**src/rtl/stall_flush_ctrl.sv**
```systemverilog
// Stall/flush controller: merges per-stage stall requests, runs a timed hold,
// defers flushes while the requesting stage is stalled, counts stalled cycles.
module stall_flush_ctrl #(
  parameter int                   STAGES    = 5,
  parameter int                   NREQ      = 2,
  parameter int                   IDXW      = 3,
  parameter logic [NREQ*IDXW-1:0] REQ_STAGE = {3'd3, 3'd1},
  parameter int                   LENW      = 4,
  parameter int                   CNTW      = 16
) (
  input  logic              clk,
  input  logic              rst,
  input  logic [NREQ-1:0]   stall_req,
  input  logic              hold_req,
  input  logic [IDXW-1:0]   hold_stage,
  input  logic [LENW-1:0]   hold_len,
  input  logic              flush_req,
  input  logic [IDXW-1:0]   flush_stage,
  input  logic              cnt_clr,
  output logic [STAGES-1:0] stall,
  output logic [STAGES-1:0] flush,
  output logic              hold_busy,
  output logic [CNTW-1:0]   stall_cnt
);

  localparam int RW = IDXW + 1;

  logic [LENW-1:0]   hold_cnt;
  logic [IDXW-1:0]   hold_stage_q;
  logic              pend_v;
  logic [IDXW-1:0]   pend_stage;

  logic              pre_v;
  logic [IDXW-1:0]   pre_d;
  logic [STAGES-1:0] pre_stall;
  logic              cand_v;
  logic [IDXW-1:0]   f_stage;
  logic [RW-1:0]     r_stage;
  logic              blocked;
  logic              issue;
  logic              cancel;
  logic              accept;
  logic              fin_v;
  logic [IDXW-1:0]   fin_d;
  logic [STAGES-1:0] fmask;

  // Indices at or beyond STAGES naturally saturate to all ones.
  function automatic logic [STAGES-1:0] mask_of(input logic [IDXW-1:0] k);
    logic [STAGES-1:0] m;
    for (int i = 0; i < STAGES; i++) m[i] = (int'(k) >= i);
    return m;
  endfunction

  assign hold_busy = (hold_cnt != '0);

  always_comb begin
    pre_v = 1'b0;
    pre_d = '0;
    for (int i = 0; i < NREQ; i++) begin
      if (stall_req[i] && (!pre_v || REQ_STAGE[i*IDXW +: IDXW] > pre_d)) begin
        pre_v = 1'b1;
        pre_d = REQ_STAGE[i*IDXW +: IDXW];
      end
    end
    if (hold_busy && (!pre_v || hold_stage_q > pre_d)) begin
      pre_v = 1'b1;
      pre_d = hold_stage_q;
    end
    pre_stall = pre_v ? mask_of(pre_d) : '0;

    // Flush candidate: oldest of the pending and the incoming request.
    cand_v  = pend_v | flush_req;
    f_stage = pend_v ? pend_stage : '0;
    if (flush_req && (!pend_v || flush_stage > f_stage)) f_stage = flush_stage;
    r_stage = {1'b0, f_stage} + RW'(1);

    blocked = 1'b0;
    for (int i = 0; i < STAGES; i++) begin
      if (int'(r_stage) == i) blocked = pre_stall[i];
    end
    issue  = cand_v && !blocked;
    cancel = issue && hold_busy && (hold_stage_q <= f_stage);
    fmask  = issue ? mask_of(f_stage) : '0;

    // A new hold competing with an issuing flush survives only above it.
    accept = hold_req && !hold_busy && (hold_len != '0) &&
             (!issue || hold_stage > f_stage);

    fin_v = pre_v;
    fin_d = pre_d;
    if (accept && (!fin_v || hold_stage > fin_d)) begin
      fin_v = 1'b1;
      fin_d = hold_stage;
    end

    stall = '0;
    flush = '0;
    if (!rst) begin
      stall = (fin_v ? mask_of(fin_d) : '0) & ~fmask;
      flush = fmask;
    end
  end

  always_ff @(posedge clk or posedge rst) begin
    if (rst) begin
      hold_cnt     <= '0;
      hold_stage_q <= '0;
      pend_v       <= 1'b0;
      pend_stage   <= '0;
      stall_cnt    <= '0;
    end else begin
      if (accept) begin
        hold_cnt     <= hold_len - LENW'(1);
        hold_stage_q <= hold_stage;
      end else if (cancel) begin
        hold_cnt <= '0;
      end else if (hold_busy) begin
        hold_cnt <= hold_cnt - LENW'(1);
      end

      if (issue) begin
        pend_v <= 1'b0;
      end else if (cand_v) begin
        pend_v     <= 1'b1;
        pend_stage <= f_stage;
      end

      if (cnt_clr) begin
        stall_cnt <= '0;
      end else if (stall[0] && (stall_cnt != '1)) begin
        stall_cnt <= stall_cnt + CNTW'(1);
      end
    end
  end

endmodule

```
**config.mk**
```make
export PLATFORM = sky130hd
export DESIGN_NAME = stall_flush_ctrl
export DESIGN_NICKNAME = d
export VERILOG_FILES = /design/src/rtl/stall_flush_ctrl.sv
export SDC_FILE = /design/constraint.sdc
export NUM_CORES = 1
export LEC_CHECK = 0
export CAP_MARGIN = 5
export CORE_UTILIZATION = 44
export DETAILED_ROUTE_END_ITERATION = 10
export PLACE_DENSITY = 0.69
export REMOVE_ABC_BUFFERS = 1
export SLEW_MARGIN = 40
export SYNTH_ARGS = -nofsm -noshare
export SYNTH_HDL_FRONTEND = slang
export SYNTH_SLANG_ARGS = --single-unit
```
**constraint.sdc**
```tcl
create_clock -name clk -period 5.09 [get_ports clk]
set_input_delay 0.7635 -clock clk [delete_from_list [all_inputs] [get_ports clk]]
set_output_delay 0.7635 -clock clk [all_outputs]
set_load 0.02 [all_outputs]
```
==> results of run 1 <==
cell families (layout without fill, tap and decap cells):
logic type | count (synthesis) | in the layout
buf+inv | 33 | 105
mux | 13 | 13
simple gates | 111 | 111
flops | 27 | 27
xor+xnor | 16 | 16
fa+ha+maj | 17 | 17
compound gates | 51 | 51
sequential cells by signal, summed over array words and instances (netlist names):
register / flops
hold_cnt: 4
stall_cnt: 16
pend_v: 1
hold_stage_q: 3
pend_stage: 3
critical path, stage by stage:
cell,delay (ps)
clkdlybuf4s50_1,530
ha_4,230
a21o_2,220
o21ai_2,60
a31oi_1,110
mux2_4,310
ha_1,330
nand2_1,70
a32o_1,190
a41oi_1,160
o311a_1,220
a211o_1,150
o21a_4,130
mux2_4,290
nor4_2,200
buf_4,180
report_power, final:
| group | internal (µW) | switching, µW | leakage (µW) |
|---|---|---|---|
| Clock | 54.9 | 64.7 | 0.0000255 |
| Combinational | 501 | 523 | 0.00111 |
| Sequential | 265 | 47.7 | 0.000358 |
what timing repair did:
action	in CTS	in global routing
buffers inserted	0	2
gates resized for setup	18	27
pin swaps	0	8
setup endpoints to repair	10	10
cloned	0	0
metal layers:
layer	vias to the layer above	part of all wire (%)	track usage (%)
met2	51	47	35.6
met4	0	0.072	3.21
met3	2	4.5	3.52
met1	1027	48	29.4
li1	1098	-	-
met5	-	0	0
final timing paths:
| check | from | to | slack [ps] | depth (start not counted) |
|---|---|---|---|---|
| setup reg to reg | pend_v | stall_cnt[1] | 1310 | 17 |
| setup / recovery | flush_stage[2] | stall[1] | 150 | 16 |
| hold reg to reg | pend_stage[2] | pend_stage[2] | 530 | 2 |
| max in group asynchronous | rst | stall_cnt[5] | 3380 | 3 |
| hold / removal | pend_stage[2] | pend_stage[2] | 530 | 2 |
| min in group asynchronous | rst | hold_stage_q[0] | 1080 | 2 |
cell usage after synthesis (3+ instances only):
cell,n
xnor2_1,16
nand3_1,10
o21ai_0,6
and2_1,5
nor3_1,4
buf_2,3
nand2_1,16
mux2i_1,7
o211ai_1,4
clkbuf_1,4
nor4_1,9
a21oi_1,10
and3_1,7
dfrtp_1,27
a31o_2,3
nor4b_1,3
ha_1,16
inv_1,23
a22oi_1,3
nor2_1,38
mux2_2,4
nand4_1,3
a211oi_1,3
a31oi_1,3
o22ai_1,3
layout make-up:
class | instances | area (µm²)
well taps | 67 | 83.8
flip-flops and latches | 27 | 676
repair buffers | 78 | 688
fillers | 410 | 1740
inverters | 23 | 86.3
clock inverters | 1 | 5.00
multi-input cells | 208 | 1530
clock buffers | 3 | 41.3
per-stage QoR:
stage / utilization [%] / total power (µW) / setup TNS (ps) / instance area (µm²)
6_report: 64.2 / 1460 / 0 / 3110
5_1_grt: 64.2 / 1580 / -18.6 / 3110
4_1_cts: 62.6 / 1410 / 0 / 3040
3_5_place_dp: 61.6 / 1290 / -2950 / 2990
3_3_place_gp: 61.6 / 1280 / -2180 / 2990
2_1_floorplan: - / 910 / 0 / 2230
placed cells by master, fill, tap and decap left out, drive strengths merged, types with 6 or more instances in the layout:
cell | synthesis | routed
a21oi | 10 | 10
mux2 | 6 | 6
nor2 | 38 | 38
nand3 | 10 | 10
o21ai | 7 | 7
inv | 23 | 23
dfrtp | 27 | 27
and3 | 7 | 7
buf | 6 | 39
clkdlybuf4s50 | 0 | 32
mux2i | 7 | 7
dlymetal6s2s | 0 | 6
nor4 | 10 | 10
xnor2 | 16 | 16
nand2 | 17 | 17
ha | 16 | 16
and2 | 7 | 7
==> summary.md, run 1 <==
| Metric | Value |
|---|---|
| Outcome | completed |
| Pleak | 0.00149 µW |
| Final nets | 374 |
| PortBufs | 43 |
| Worst hold path class | reg -> reg |
| Worst skew pair latency | 270 ps |
| Synth warnings | 0 |
| Placed insts | 401 |
| Diode count | 0 |
| CTS Root Cell | clkbuf_8 |
| Main combinational cell family by area after synthesis | simple AND/OR/NAND/NOR gates |
| Largest cells by area after synthesis | dfrtp_1, ha_1, nor2_1, xnor2_1, inv_1 |
| Largest net degree at the start of global routing | 19 |
| CTS sink count | 27 |
| Initial antenna violation count | 0 |
| Final worst slack | 155 ps |
| Fmax | 0.203 GHz |
| Die Y | 74.0 µm |
| Slew headroom | 58.4% |
| Ratio of cells with drive above 1 in the final layout | 22.4% |
| Simple-gate share of the synthesized area | 26.0% |
| Number of flops mapped to enable cells by yosys | 0 |
| Synth top area share | 29.6% |
| Pre-CTS setup slack | -504 ps |
| Synth Area in XOR/XNOR | 6.14% |
| CP Max Fanout | 5 |
| Crit path DAT | 4170 ps |
| DR vias/cell | 5.35 |
| Initial DRC count | 79 |
| Tightest Pin Transition | 622 ps |
| Number of global-route vias before repair | 2,073 |
| I/O pins | 44 |
| TritonCTS clock tree | built |
| Worst setup SP type | input pin |
| H-tree levels | 1 |
| Mux cell area share after synthesis | 6.36% |
| Tmin final | 4940 ps |
| Peak VDD IR | 0.221 mV |
| WS Path Type | in -> out |
| DRT antenna net count | 0 |
| Clock Skews | 1.02 ps |
| Aggregate global-route resource usage | 21.2% |
| Starting Density | 47.1% |
| Remaining global-route overflow | 0 |
| CP Capture Type | output pin |
| Worst Path Required | 4330 ps |
| Mean Syn Cell Area | 8.52 µm² |
| Total Wirelength | 5590 µm |
| Pwr dens | 468 mW/mm² |
| Die width | 74.0 µm |
| Final Cycle Share | 97.0% |
| CTS Hold Bufs | 0 |
| Mapped cell area | 0.00228 mm² |
| Post-synthesis compound-gate area fraction | 16.4% |
| Final setup violation count | 0 |
| Post-synth cell types | 57 |
| Top FF cell, synth | dfrtp_1 |
| Post-Layout Cell Count | 407 |
| Adder-Cell Fraction of Synth Area | 9.21% |
| Area leader, netlist | dfrtp_1 |
| Max Slew Vio Count | 0 |
| Post-synth ARST share | 100% |
| GPL Wtd Cong | 0.886 |
| DRC | 0 |
| Cts bufs inserted | 3 |
| Seq/Total Area, Yosys | 29.6% |
| # rows | 25 |
| Total core area | 0.00485 mm² |
| First-pass GRT wire length | 9230 µm |
| Routed vias | 2,178 |
| Mapped Cells | 268 |
| RSZ-0062 raised after global routing | true |
| Maximum root-to-sink buffer count | 2 |
| Minimum hold slack | 526 ps |
| Final Hold Viols | 0 |
| Final HPWL from detailed placement | 4300 µm |
| Die area | 0.00548 mm² |
| Avg WL per Cell | 13.7 µm |
| Max-cap violations | 0 |
| Area Overhead vs Synth | 36.3% |
| #FFs+latches synth | 27 |
| CTS clk-pin slew, worst paths | 90 ps |
| Number of detailed-route iterations in the first pass | 4 |
(Power assumes the default switching activity.)
==> inputs of run 2 (changes only) <==
--- a/config.mk
+++ b/config.mk
@@ -8,9 +8,10 @@
 export CAP_MARGIN = 5
 export CORE_UTILIZATION = 44
 export DETAILED_ROUTE_END_ITERATION = 10
+export GPL_TIMING_DRIVEN = 0
 export PLACE_DENSITY = 0.69
 export REMOVE_ABC_BUFFERS = 1
-export SLEW_MARGIN = 40
+export SLEW_MARGIN = 10
 export SYNTH_ARGS = -nofsm -noshare
 export SYNTH_HDL_FRONTEND = slang
 export SYNTH_SLANG_ARGS = --single-unit
==> constraint.sdc (replaced) <==
create_clock -name clk -period 5.9 [get_ports clk]
set_input_delay 0.885 -clock clk [delete_from_list [all_inputs] [get_ports clk]]
set_output_delay 0.885 -clock clk [all_outputs]
set_load 0.02 [all_outputs]
==> summary.md, run 2 (synthesis results as in run 1) <==
| Metric | Value |
|---|---|
| H-tree levels | 1 (unchanged) |
| CTS clk-pin slew, worst paths | 90 ps (about the same) |
| Die Y | 74.0 µm (unchanged) |
| Worst skew pair latency | 280 ps (was 270 ps) |
| Remaining global-route overflow | 0 (unchanged) |
| Total Wirelength | 5220 µm (was 5590 µm) |
| Number of detailed-route iterations in the first pass | 4 (unchanged) |
| Fillcell total | 465 (was 410) |
| Starting Density | 47.1% (unchanged) |
| Die area | 0.00548 mm² (unchanged) |
| CP Capture Type | output pin (unchanged) |
| Max Slew Vio Count | 0 (unchanged) |
| Final worst slack | 261 ps (was 155 ps) |
| Switching Share | 46.1% (was 43.6%) |
| DR vias/cell | 5.48 (was 5.35) |
| Reg power frac | 24.8% (was 21.5%) |
| Minimum hold slack | 528 ps (was 526 ps) |
| Biggest regs | stall_cnt (16), hold_cnt (4) (unchanged) |
| Initial antenna violation count | 0 (unchanged) |
| Final Cycle Share | 95.6% |
| Worst Path Required | 5020 ps (was 4330 ps) |
| Peak VDD IR | 0.192 mV (was 0.221 mV) |
| Number of flip-flops in the largest register | 16 (unchanged) |
| Avg WL per Cell | 14.0 µm (was 13.7 µm) |
| Psw | 504 µW (was 635 µW) |
| Clock Skews | 6.47 ps (was 1.02 ps) |
| CTS sink count | 27 (unchanged) |
| Slowest stage cell, crit path | clkdlybuf4s50_1 (unchanged) |
| Sequence of cells on the critical path | clkdlybuf4s50_1 > ha_1 > a21o_2 > o21ai_2 > a31oi_1 > mux2_4 > ha_1 > o22ai_2 > and2_2 > o21ai_1 > a21boi_1 > nor3_1 > clkdlybuf4s50_1 (was clkdlybuf4s50_1 > ha_4 > a21o_2 > o21ai_2 > a31oi_1 > mux2_4 > ha_1 > nand2_1 > a32o_1 > a41oi_1 > o311a_1 > a211o_1 > o21a_4 > mux2_4 > nor4_2 > buf_4) |
| Final setup violation count | 0 (unchanged) |
| Fmax | 0.177 GHz |
| CTS Hold Bufs | 0 (unchanged) |
| Biggest register | stall_cnt (unchanged) |
| PortBufs | 43 (unchanged) |
| Crit path DAT | 4750 ps (was 4170 ps) |
| RSZ-0062 raised after global routing | false (was true) |
| # rows | 25 (unchanged) |
| Slew headroom | 57.9% (was 58.4%) |
| Maximum root-to-sink buffer count | 2 (unchanged) |
| Commonest non-fill, non-tap cell in the layout | clkdlybuf4s50_1 |
| Ratio of cells with drive above 1 in the final layout | 10.5% (was 22.4%) |
| Number of global-route vias before repair | 1,957 (was 2,073) |
| Setup TNS | 0 ps (unchanged) |
| First-pass GRT wire length | 9110 µm (was 9230 µm) |
| Aggregate global-route resource usage | 21.1% (was 21.2%) |
| Final nets | 339 (was 374) |
| WS Path Type | in -> out (unchanged) |
| Postcts setup bufs | 0 (unchanged) |
| Pwr Total | 1090 µW (was 1460 µW) |
| Worst setup SP type | input pin (unchanged) |
| CP Max Fanout | 16 (was 5) |
| Outcome | completed (unchanged) |
| Max incr delay on CP | 550 ps (was 530 ps) |
| Total core area | 0.00485 mm² (unchanged) |
| Internal | 588 µW (was 821 µW) |
| Final HPWL from detailed placement | 3860 µm (was 4300 µm) |
| Most frequent cells in the layout | clkdlybuf4s50_1, nor2_1, dfrtp_1 (was nor2_1, buf_4, clkdlybuf4s50_1) |
| CTS Root Cell | clkbuf_8 (unchanged) |
| Tmin final | 5640 ps |
| GPL Wtd Cong | 0.808 (was 0.886) |
| Final Hold Viols | 0 (unchanged) |
| Pleak | 0.00125 µW (was 0.00149 µW) |
| Routed vias | 2,037 (was 2,178) |
| DRC | 0 (unchanged) |
| Initial DRC count | 94 (was 79) |
| Max-cap violations | 0 (unchanged) |
| Cts bufs inserted | 3 (unchanged) |
| Largest net degree at the start of global routing | 31 (was 19) |
| Die width | 74.0 µm (unchanged) |
| Pre-CTS setup slack | 1.49 ps (was -504 ps) |
| Area Overhead vs Synth | 22.5% (was 36.3%) |
| Tightest Pin Transition | 630 ps (was 622 ps) |
| Worst hold path class | reg -> reg (unchanged) |
| I/O pins | 44 (unchanged) |
| Clk pwr share | 9.7% (was 8.2%) |
| Pwr dens | 390 mW/mm² (was 468 mW/mm²) |
| Combinational Power Share | 65.5% (was 70.3%) |
| TritonCTS clock tree | built (unchanged) |
| Diode count | 0 (unchanged) |
| DRT antenna net count | 0 (unchanged) |
[run 2: cell count changes in the layout (fill, tap and decap cells not counted), moves of 2 or more]
cell             before  now
ha_4                  2    0
a211oi_1              1    3
ha_1                 14   16
dlymetal6s2s_1        6    2
buf_2                 2    0
clkdlybuf4s50_1      32   40
a211oi_2              2    0
buf_4                37    0
[run 2: layout make-up]
class                      count  area (µm²)  share of cell area [%]
timing repair buffer          43         430                    15.4
clock inverter                 1        5.00                   0.179
clock buffer                   3        41.3                    1.48
multi-input combinational    208        1470                    52.7
tap                           67        83.8                    3.00
sequential                    27         676                    24.2
inverter                      23        86.3                    3.09
[run 2: metal layers]
layer	vias up	GRT usage (%)	share of wire, %
li1	1034	-	-
met2	39	34.9	46
met4	0	3.85	0.75
met1	959	29.8	49
met3	5	2.85	4.2
met5	-	0	0
[run 2: path summary, 6_finish.rpt]
kind | to | slack [ps] | cells after the start | from
max | stall[2] | 260 | 13 | flush_stage[2]
min | pend_stage[2] | 530 | 2 | pend_stage[2]
max reg2reg | hold_stage_q[2] | 2200 | 12 | pend_v
min reg2reg | pend_stage[2] | 530 | 2 | pend_stage[2]
max in group asynchronous | hold_cnt[1] | 4320 | 2 | rst
min in group asynchronous | pend_stage[1] | 1170 | 2 | rst
[run 2: repair_timing]
item,CTS,global route
endpoints found under the hold margin,0,0
setup endpoints to repair,4,5
gates cloned,0,0
gates resized for setup,3,7
[run 2: critical path: cells and delay by family]
kind            cells  cell delay [ps]
simple gates        2              510
buf+inv             2              980
mux                 1              390
fa+ha+maj           2              720
compound gates      6             1260
[run 2: power by group through the flow]
stage | combinational (µW) | clock [µW] | sequential, µW
after floorplan | 513 | 0 | 272
after CTS | 719 | 111 | 271
after detailed placement | 715 | 0 | 275
after global routing | 803 | 115 | 278
after global placement | 705 | 0 | 275
final | 715 | 106 | 271
[run 2: per-stage QoR]
| stage | utilization [%] | std cells | cell area (µm²) |
|---|---|---|---|
| 6_report | 57.7 | 372 | 2800 |
| 3_3_place_gp | 56.5 | 368 | 2740 |
| 5_1_grt | 57.7 | 372 | 2800 |
| 4_1_cts | 57.6 | 372 | 2790 |
| 2_1_floorplan | - | 258 | 2230 |
| 3_5_place_dp | 56.5 | 368 | 2740 |
